$ cat src/rtl/seqchk_pkg.sv
// Shared types and default code tables for the token sequence checker.
package seqchk_pkg;

    typedef enum logic [1:0] {
        RES_NONE  = 2'b00,
        RES_ACC_A = 2'b01,
        RES_ACC_B = 2'b10,
        RES_REJ   = 2'b11
    } result_e;

    typedef enum logic [1:0] {
        RSN_ORDER   = 2'b00,
        RSN_ABORT   = 2'b01,
        RSN_OVERLEN = 2'b10,
        RSN_UNKNOWN = 2'b11
    } reason_e;

    localparam int DEF_SYM_W   = 7;
    localparam int DEF_N_TOK   = 5;
    localparam int DEF_MAX_LEN = 16;

    // Token i+1 lives at [i*SYM_W +: SYM_W]; token 1 is the rightmost entry.
    localparam logic [DEF_N_TOK*DEF_SYM_W-1:0] DEF_TOK_CODES =
        {7'h0C, 7'h28, 7'h4F, 7'h6B, 7'h58};
    localparam logic [DEF_N_TOK*(DEF_N_TOK+1)-1:0] DEF_PRED_MASK =
        30'b010001_101001_010101_001011_000101;

    localparam logic [DEF_SYM_W-1:0] DEF_TERM_A_CODE = 7'h32;
    localparam logic [DEF_N_TOK:0]   DEF_TERM_A_MASK = 6'b001110;
    localparam logic [DEF_SYM_W-1:0] DEF_TERM_B_CODE = 7'h23;
    localparam logic [DEF_N_TOK:0]   DEF_TERM_B_MASK = 6'b110000;
    localparam logic [DEF_SYM_W-1:0] DEF_ABORT_CODE  = 7'h16;

endpackage

$ cat src/rtl/seqchk_classify.sv
// Combinational symbol decoder: abort, terminators and ordinary tokens,
// with abort > terminator A > terminator B > token precedence.
module seqchk_classify
    import seqchk_pkg::*;
#(
    parameter int                     SYM_W       = DEF_SYM_W,
    parameter int                     N_TOK       = DEF_N_TOK,
    parameter int                     IDX_W       = $clog2(DEF_N_TOK + 1),
    parameter logic [N_TOK*SYM_W-1:0] TOK_CODES   = DEF_TOK_CODES,
    parameter logic [SYM_W-1:0]       TERM_A_CODE = DEF_TERM_A_CODE,
    parameter logic [SYM_W-1:0]       TERM_B_CODE = DEF_TERM_B_CODE,
    parameter logic [SYM_W-1:0]       ABORT_CODE  = DEF_ABORT_CODE
) (
    input  logic [SYM_W-1:0] sym_data,
    output logic             is_abort,
    output logic             is_term_a,
    output logic             is_term_b,
    output logic             is_tok,
    output logic [IDX_W-1:0] tok_idx
);

    logic [N_TOK-1:0] tok_hit;

    genvar gi;
    generate
        for (gi = 0; gi < N_TOK; gi++) begin : g_tok_cmp
            assign tok_hit[gi] = (sym_data == TOK_CODES[gi*SYM_W +: SYM_W]);
        end
    endgenerate

    assign is_abort  = (sym_data == ABORT_CODE);
    assign is_term_a = (sym_data == TERM_A_CODE) && !is_abort;
    assign is_term_b = (sym_data == TERM_B_CODE) && !is_abort && !is_term_a;
    assign is_tok    = (|tok_hit) && !is_abort && !is_term_a && !is_term_b;

    // Scan downward so the lowest matching index is the one left standing.
    always_comb begin
        tok_idx = '0;
        for (int i = N_TOK - 1; i >= 0; i--) begin
            if (tok_hit[i]) tok_idx = IDX_W'(i + 1);
        end
    end

endmodule

$ cat config.mk
export PLATFORM = sky130hd
export DESIGN_NAME = seqchk_classify
export DESIGN_NICKNAME = d
export VERILOG_FILES = /design/src/rtl/seqchk_pkg.sv /design/src/rtl/seqchk_classify.sv
export SDC_FILE = /design/constraint.sdc
export NUM_CORES = 1
export LEC_CHECK = 0
export BUFFER_PORTS_ARGS = -buffer_cell sky130_fd_sc_hd__buf_2
export CAP_MARGIN = 10
export CORE_AREA = 2 2 39 41
export DETAILED_ROUTE_END_ITERATION = 16
export DIE_AREA = 0 0 41 43
export GPL_TIMING_DRIVEN = 0
export PLACE_DENSITY = 0.44
export REMOVE_ABC_BUFFERS = 1
export SETUP_SLACK_MARGIN = 0.3
export SYNTH_ARGS = -nofsm -noshare
export SYNTH_HDL_FRONTEND = slang
export SYNTH_SLANG_ARGS = --single-unit
$ cat constraint.sdc
create_clock -name vclk -period 1.8
set_clock_uncertainty 0.15 [all_clocks]
set_input_delay 0.36 -clock vclk [all_inputs]
set_output_delay 0.36 -clock vclk [all_outputs]
set_load 0.005 [all_outputs]
==> flow_metrics.env, run 1 <==
export IMPL_worst_slack_ps=-13.5
export IMPL_crit_required_ps=1290
export IMPL_vias=263
export IMPL_fmax_mhz=551
export IMPL_cts_hold_buf=0
export IMPL_setup_viol=1
export IMPL_met3_usage_pct=0.524
export IMPL_place_ws_ps=-132
export IMPL_switchingPower_uw=27.4
export IMPL_use_met2_pct=10.6
export IMPL_p_clk_share_pct=0
export IMPL_insertedDiodeCount=0
export IMPL_n_fill_cell=164
export IMPL_track_usage_pct=5.90
export IMPL_drc_errors=0
export IMPL_path_cells="buf_6 > or2_4 > or3_4 > nor3b_2 > buf_2"
export IMPL_core_area_um2=1380
export IMPL_path_class="input port to primary output"
export IMPL_multi_input_area_um2=209
export IMPL_drtIter0Drc=4
export IMPL_finalCritPeriodShare_pct=101
export IMPL_drtAntennaViolNets=0
export IMPL_dr_pass1_iters=4
export IMPL_crit_slowest_cell="or3_4"
export IMPL_arrival_ps=1300
export IMPL_synthCells=25
export IMPL_grt_first_pass_wirelength_um=793
export IMPL_min_path_type="input port to primary output"
export IMPL_p_leak_uw=0.000145
export IMPL_start_util_pct=11.6
export IMPL_finalWirelength_um=589
export IMPL_wl_per_cell_um=10.2
export IMPL_overflow=0
export IMPL_seq_cells=0
export IMPL_die_area_um2=1760
export IMPL_tightest_slew_ps=222
export IMPL_grt_pass1_vias=212
export IMPL_antenna_found_initial=0
export IMPL_power_total_uw=58.3
export IMPL_area_growth_pct=121
export IMPL_final_nets=51
export IMPL_period_needed_ps=1810
export IMPL_fp_dieH_um=43
export IMPL_run_status="finished with violations"
export IMPL_seq_area_frac_synth_pct=0
export IMPL_peakVddDrop_mv=0.0579
export IMPL_grt_busiest_layer="met2"
export IMPL_syn_area_per_cell_um2=6.41
export IMPL_rsz0062_at_grt="yes"
export IMPL_violations="negative setup slack"
export IMPL_row_count=14
export IMPL_die_w_um=41
export IMPL_hold_viol=0
export IMPL_seq_power_share_pct=0
export IMPL_grt_start_max_net_pins=9
export IMPL_p_int_uw=30.9
export IMPL_combPwrFrac_pct=100.0
export IMPL_syn_area_um2=160
export IMPL_boundaryPins=14
export IMPL_yosys_warnings=0
export IMPL_slew_violations=0
export IMPL_startpoint="sym_data[6]"
export IMPL_post_route_cells_drive_above_1_share_pct=66.7
export IMPL_clkbuf_count=0
export IMPL_fin_util_pct=25.6
export IMPL_use_met1_pct=7.62
export IMPL_crit_path_end_kind="primary output"
export IMPL_seqCellArea_um2=0
export IMPL_gp_congestion=0.626
export IMPL_routed_via_density=4.53
export IMPL_max_stage_delay_ps=330
export IMPL_worstPathMaxFanout=7
export IMPL_cp_start_kind="input port"
export IMPL_relSlewSlack_pct=85.0
export IMPL_critPathCapture="is_abort"
export IMPL_swShare_pct=47.0
export IMPL_p_per_area_nw_per_um2=165
export IMPL_yosysUniqueCellTypes=17
export IMPL_port_buffers=14
export IMPL_drv_cap=0
[placed cells by master, fill, tap and decap left out, types with 2 or more instances in the layout]
cell type / n
buf_8: 2
buf_4: 3
nor2_1: 3
buf_6: 2
buf_2: 10
nand2_1: 3
nand2b_1: 2
[logic make-up (layout without fill, tap and decap cells)]
family	after synthesis	count (layout)	share of synthesized area, %
xor gates and xnor gates	1	1	5.47
and+or+nand+nor	20	20	81.2
buffers and inverters	0	17	0
AOI/OAI and AO/OA	4	4	13.3
[worst max-delay path, delay by kind of cell]
family | cells | cell delay, ps
AND/OR/NAND/NOR | 3 | 700
buffers and inverters | 2 | 240
[worst min path at each step]
stage / end / slack [ps] / cells after the start / startpoint
after floorplan: is_abort / 590 / 1 / sym_data[5]
after global placement: tok_idx[2] / 870 / 3 / sym_data[1]
after detailed placement: tok_idx[2] / 870 / 3 / sym_data[0]
after CTS: is_abort / 820 / 3 / sym_data[5]
after global routing: tok_idx[2] / 840 / 3 / sym_data[6]
final: is_abort / 820 / 3 / sym_data[5]
[cell type report]
class                           instances  area share [%]
Multi-Input combinational cell         25            59.0
Timing Repair Buffer                   17            35.3
Tap cell                               16            5.65
[power groups by stage]
stage          Sequential [uW]  Clock [uW]  Combinational [uW]
2_1_floorplan                0           0                16.3
3_3_place_gp                 0           0                36.1
3_5_place_dp                 0           0                36.7
4_1_cts                      0           0                50.8
5_1_grt                      0           0                63.6
6_report                     0           0                58.3
[timing repair]
item,4_1_cts,5_1_grt
gates resized for setup,12,7
buffers inserted,3,0
endpoints found under the setup margin,7,7
pin swaps,8,2
[per-stage QoR]
step	instance area (um^2)	hold slack [ps]	instances	setup TNS [ps]
floorplan	160	594	25	0
global placement	250	866	55	-147
detailed placement	250	872	55	-171
CTS	315	821	58	-25.4
global route	354	835	58	-64.1
finish	354	820	58	-13.5
[per-layer routing]
layer	routed length (um)	share of wire [%]	up-vias
met2	290	49	11
met3	40	6.8	0
met5	0	0	-
met1	257	44	123
li1	-	-	129
met4	0	0	0
[Yosys cell counts]
master	instances	area [um^2]
or2_1	1	6.26
nor2_1	4	15.0
a21oi_1	2	10.0
or3b_1	1	8.76
nor3b_2	1	12.5
nor3b_1	1	7.51
nand3_1	1	5.00
nor4bb_1	1	10.0
nand2_1	3	11.3
o21ai_0	1	5.00
or3_4	1	11.3
nor4_1	2	12.5
o22ai_1	1	6.26
xor2_1	1	8.76
and3b_2	1	10.0
nand2b_1	2	12.5
nand3b_1	1	7.51
Note: power is estimated with default switching activity, not from simulation.
==> run 2, diff against run 1 <==
==> constraint.sdc (replaced) <==
create_clock -name vclk -period 2
set_clock_uncertainty 0.15 [all_clocks]
set_input_delay 0.1 -clock vclk [all_inputs]
set_output_delay 0.1 -clock vclk [all_outputs]
set_load 0.005 [all_outputs]
==> flow_metrics.env, run 2 (synthesized netlist as in run 1, its figures left out) <==
export IMPL_finalCritPeriodShare_pct=69.9
export IMPL_vias=235
export IMPL_p_leak_uw=0.000112
export IMPL_finalWirelength_um=493
export IMPL_dp_cells=55
export IMPL_p_per_area_nw_per_um2=131
export IMPL_startpoint="sym_data[6]"
export IMPL_die_w_um=41
export IMPL_peakVddDrop_mv=0.0345
export IMPL_place_ws_ps=588
export IMPL_boundaryPins=14
export IMPL_antenna_found_initial=0
export IMPL_run_status="finished clean"
export IMPL_start_util_pct=11.6
export IMPL_port_buffers=14
export IMPL_cts_repair_resized=0
export IMPL_dr_pass1_iters=3
export IMPL_grt_start_max_net_pins=9
export IMPL_final_nets=48
export IMPL_cts_hold_buf=0
export IMPL_gp_congestion=0.626
export IMPL_final_cell_mix="14 x buf_2, 4 x nor2_1, 3 x nand2_1"
export IMPL_row_count=14
export IMPL_seq_cells=0
export IMPL_min_path_type="input port to primary output"
export IMPL_drtAntennaViolNets=0
export IMPL_crit_slowest_cell="or3_4"
export IMPL_worst_path_stages=5
export IMPL_tightest_slew_ps=223
export IMPL_setup_tns_final_ps=0
export IMPL_worst_path_most_repeated_cell="buf_2"
export IMPL_seqCellArea_um2=0
export IMPL_path_class="input port to primary output"
export IMPL_die_area_um2=1760
export IMPL_cts_setup_buffers=0
export IMPL_fp_dieH_um=43
export IMPL_fmax_mhz=715
export IMPL_hold_viol=0
export IMPL_mostFrequentLayoutCell="buf_2"
export IMPL_n_fill_cell=172
export IMPL_cp_start_kind="input port"
export IMPL_overflow=0
export IMPL_rsz0062_at_grt="no"
export IMPL_drv_cap=0
export IMPL_path_cells="buf_2 > or2_1 > or3_4 > nor3b_2 > buf_2"
export IMPL_crit_family="simple AND/OR/NAND/NOR gates"
export IMPL_clkbuf_count=0
export IMPL_arrival_ps=1150
export IMPL_drtIter0Drc=4
export IMPL_relSlewSlack_pct=85.0
export IMPL_drc_errors=0
export IMPL_crit_required_ps=1750
export IMPL_crit_path_end_kind="primary output"
export IMPL_worst_slack_ps=602
export IMPL_setup_viol=0
export IMPL_slew_violations=0
export IMPL_insertedDiodeCount=0
export IMPL_path_buf_inv=2
export IMPL_track_usage_pct=5.29
export IMPL_final_cells=55
export IMPL_whs_ps=346
export IMPL_core_area_um2=1380
export IMPL_routed_via_density=4.27
export IMPL_worstPathMaxFanout=7
export IMPL_post_route_cells_drive_above_1_share_pct=43.6
export IMPL_max_stage_delay_ps=380
export IMPL_grt_pass1_vias=200
export IMPL_grt_first_pass_wirelength_um=703
export IMPL_critPathCapture="is_abort"
export IMPL_wl_per_cell_um=8.96
export IMPL_area_growth_pct=56.2
export IMPL_period_needed_ps=1400
==> run 2: cell types whose count changed in the layout (fill, tap and decap cells not counted), moves of 2 or more <==
cell	before	now
buf_2	10	14
buf_6	2	0
buf_8	2	0
nor4_1	0	2
buf_4	3	0
==> run 2: worst min-delay path by stage <==
| stage | from | to | slack, ps | cells past startpoint |
|---|---|---|---|---|
| floorplan | sym_data[5] | is_abort | 70 | 1 |
| global placement | sym_data[1] | tok_idx[2] | 350 | 3 |
| detailed placement | sym_data[0] | tok_idx[2] | 350 | 3 |
| CTS | sym_data[0] | tok_idx[2] | 350 | 3 |
| global route | sym_data[0] | tok_idx[2] | 370 | 3 |
| finish | sym_data[0] | tok_idx[2] | 350 | 3 |
==> run 2: area by class of cell <==
| cell class | instances | area [um^2] | share of cell area, % |
|---|---|---|---|
| multi-input combinational | 25 | 160 | 64.0 |
| timing repair buffer | 14 | 70.1 | 28.0 |
| tap | 16 | 20.0 | 8.00 |
==> run 2: where the power goes <==
part	total [uW]	switching (uW)	internal, uW	leakage [uW]
Combinational	32.7	17.9	14.8	0.000112
Sequential	0	0	0	0
Clock	0	0	0	0
==> run 2: layer usage <==
metal / up-vias / routed length (um) / global-route usage, %
met5: - / 0 / 0
met1: 101 / 254 / 7.28
met3: 0 / 36 / 0
li1: 125 / - / -
met2: 9 / 201 / 9.38
met4: 0 / 0 / 0
==> run 2: through the flow <==
stage | utilization, % | cell area [um^2] | total power (uW)
floorplan | - | 160 | 14.7
global placement | 18.1 | 250 | 32.5
detailed placement | 18.1 | 250 | 33.1
CTS | 18.1 | 250 | 33.1
global route | 18.1 | 250 | 37.1
finish | 18.1 | 250 | 32.7
==> run 3, diff against run 2 <==
- ABC_AREA: not set -> 1
- PLACE_DENSITY: 0.44 -> 0.47
- clock period: 2 -> 1.2 ns (I/O delays scaled with it)
==> flow_metrics.env, run 3 <==
export IMPL_seq_area_frac_synth_pct=0
export IMPL_crit_path_end_kind="primary output"
export IMPL_finalWirelength_um=636
export IMPL_hp_start="sym_data[2]"
export IMPL_fmax_mhz=1100
export IMPL_place_ws_ps=142
export IMPL_mostFrequentLayoutCell="buf_2"
export IMPL_n_fill_cell=151
export IMPL_area_growth_pct=154
export IMPL_path_class="input port to primary output"
export IMPL_hold_viol=0
export IMPL_worstPathMaxFanout=3
export IMPL_min_path_type="input port to primary output"
export IMPL_drtAntennaViolNets=0
export IMPL_peakVddDrop_mv=0.0886
export IMPL_dp_cells=68
export IMPL_finalCritPeriodShare_pct=75.8
export IMPL_cp_start_kind="input port"
export IMPL_routed_via_density=4.29
export IMPL_final_cell_mix="6 x buf_2, 5 x nor2_4, 5 x nand2_2, 5 x nor2_2, 5 x buf_6"
export IMPL_post_route_cells_drive_above_1_share_pct=79.6
export IMPL_syn_area_per_cell_um2=4.68
export IMPL_antenna_found_initial=0
export IMPL_synth_common_cells="9 x nand2_1, 8 x nor2_1, 5 x inv_1, 4 x nand3_1, 3 x nor2_2"
export IMPL_yosysUniqueCellTypes=12
export IMPL_yosys_warnings=0
export IMPL_power_total_uw=110
export IMPL_vias=300
export IMPL_grt_first_pass_wirelength_um=972
export IMPL_clkbuf_count=0
export IMPL_final_nets=63
export IMPL_dr_pass1_iters=1
export IMPL_core_area_um2=1380
export IMPL_port_buffers=14
export IMPL_final_cells=70
export IMPL_die_area_um2=1760
export IMPL_track_usage_pct=7.19
export IMPL_arrival_ps=700
export IMPL_crit_required_ps=990
export IMPL_drc_errors=0
export IMPL_run_status="finished clean"
export IMPL_drv_cap=0
export IMPL_gp_congestion=0.744
export IMPL_relSlewSlack_pct=85.1
export IMPL_overflow=0
export IMPL_cts_hold_buf=0
export IMPL_p_per_area_nw_per_um2=245
export IMPL_synth_most_common_cell="nand2_1"
export IMPL_p_leak_uw=0.000205
export IMPL_grt_start_max_net_pins=7
export IMPL_drtIter0Drc=0
export IMPL_seqCellArea_um2=0
export IMPL_insertedDiodeCount=0
export IMPL_seq_cells=0
export IMPL_worst_slack_ps=290
export IMPL_wl_per_cell_um=9.09
export IMPL_tightest_slew_ps=222
export IMPL_setup_tns_final_ps=0
export IMPL_die_w_um=41
export IMPL_synthTopCellsByArea="nand2_1 19%, nor2_1 17%, nand3_1 11%, inv_1 11%, nor2_2 11%"
export IMPL_fp_dieH_um=43
export IMPL_boundaryPins=14
export IMPL_synth_top_area_share_pct=19.0
export IMPL_syn_area_um2=178
export IMPL_startpoint="sym_data[1]"
export IMPL_start_util_pct=12.8
export IMPL_yosysTopAreaCell="nand2_1"
export IMPL_row_count=14
export IMPL_synthCells=38
export IMPL_grt_pass1_vias=240
export IMPL_slew_violations=0
export IMPL_setup_viol=0
export IMPL_rsz0062_at_grt="yes"
export IMPL_period_needed_ps=910
run 3: cell count changes in the layout (fill, tap and decap cells not counted), sizes merged, moves of 2 or more:
cell and delta:
nand2b -2, nor2 +7, inv +6, buf +2, nand3 +4, nor3b -2, a21oi -2, nand2 +8
run 3: final timing paths:
check / slack (ps) / cells past startpoint / to
setup / recovery: 290 / 6 / tok_idx[0]
hold / removal: 220 / 3 / is_term_a
run 3: cells by family after synthesis:
family	count (synthesis)	share of synthesized area, %
buffers and inverters	7	15.5
AND/OR/NAND/NOR	31	84.5
run 3: routing by layer:
| layer | wire [um] | GRT usage [%] | share of wire (%) | up-vias |
|---|---|---|---|---|
| met4 | 0 | 0 | 0 | 0 |
| met2 | 368 | 12.8 | 58 | 5 |
| met1 | 250 | 9.81 | 39 | 144 |
| met5 | 0 | 0 | 0 | - |
| li1 | - | - | - | 151 |
| met3 | 17 | 0 | 2.7 | 0 |
run 3: cell type report:
class / count / area [um^2] / share of cell area (%)
Inverter: 7 / 40.0 / 8.89
Multi-Input combinational cell: 31 / 236 / 52.5
Tap cell: 16 / 20.0 / 4.44
Timing Repair Buffer: 16 / 154 / 34.2
run 3: through the flow:
step / hold WS (ps) / area, um^2 / util [%]
floorplan: 5.33 / 178 / -
global route: 230 / 450 / 32.5
CTS: 214 / 357 / 25.8
detailed placement: 268 / 268 / 19.3
global placement: 265 / 268 / 19.3
finish: 219 / 450 / 32.5
run 3: power by group:
| group | switching (uW) | total, uW | leakage, uW | internal, uW |
|---|---|---|---|---|
| Clock | 0 | 0 | 0 | 0 |
| Combinational | 57.6 | 110 | 0.000205 | 52.8 |
| Sequential | 0 | 0 | 0 | 0 |
| Total | 57.6 | 110 | 0.000205 | 52.8 |
run 3: what timing repair did:
item	in CTS	in global routing
pin swaps	11	15
setup endpoints to repair	5	7
hold endpoints to repair	0	0
setup buffers	1	1
resized for setup	26	25
run 3: worst max-delay path, cell delays in order:
cell	delay [ps]
buf_8	110
nor2_4	120
nand3_2	100
nor2_2	100
nand3b_1	100
buf_2	110
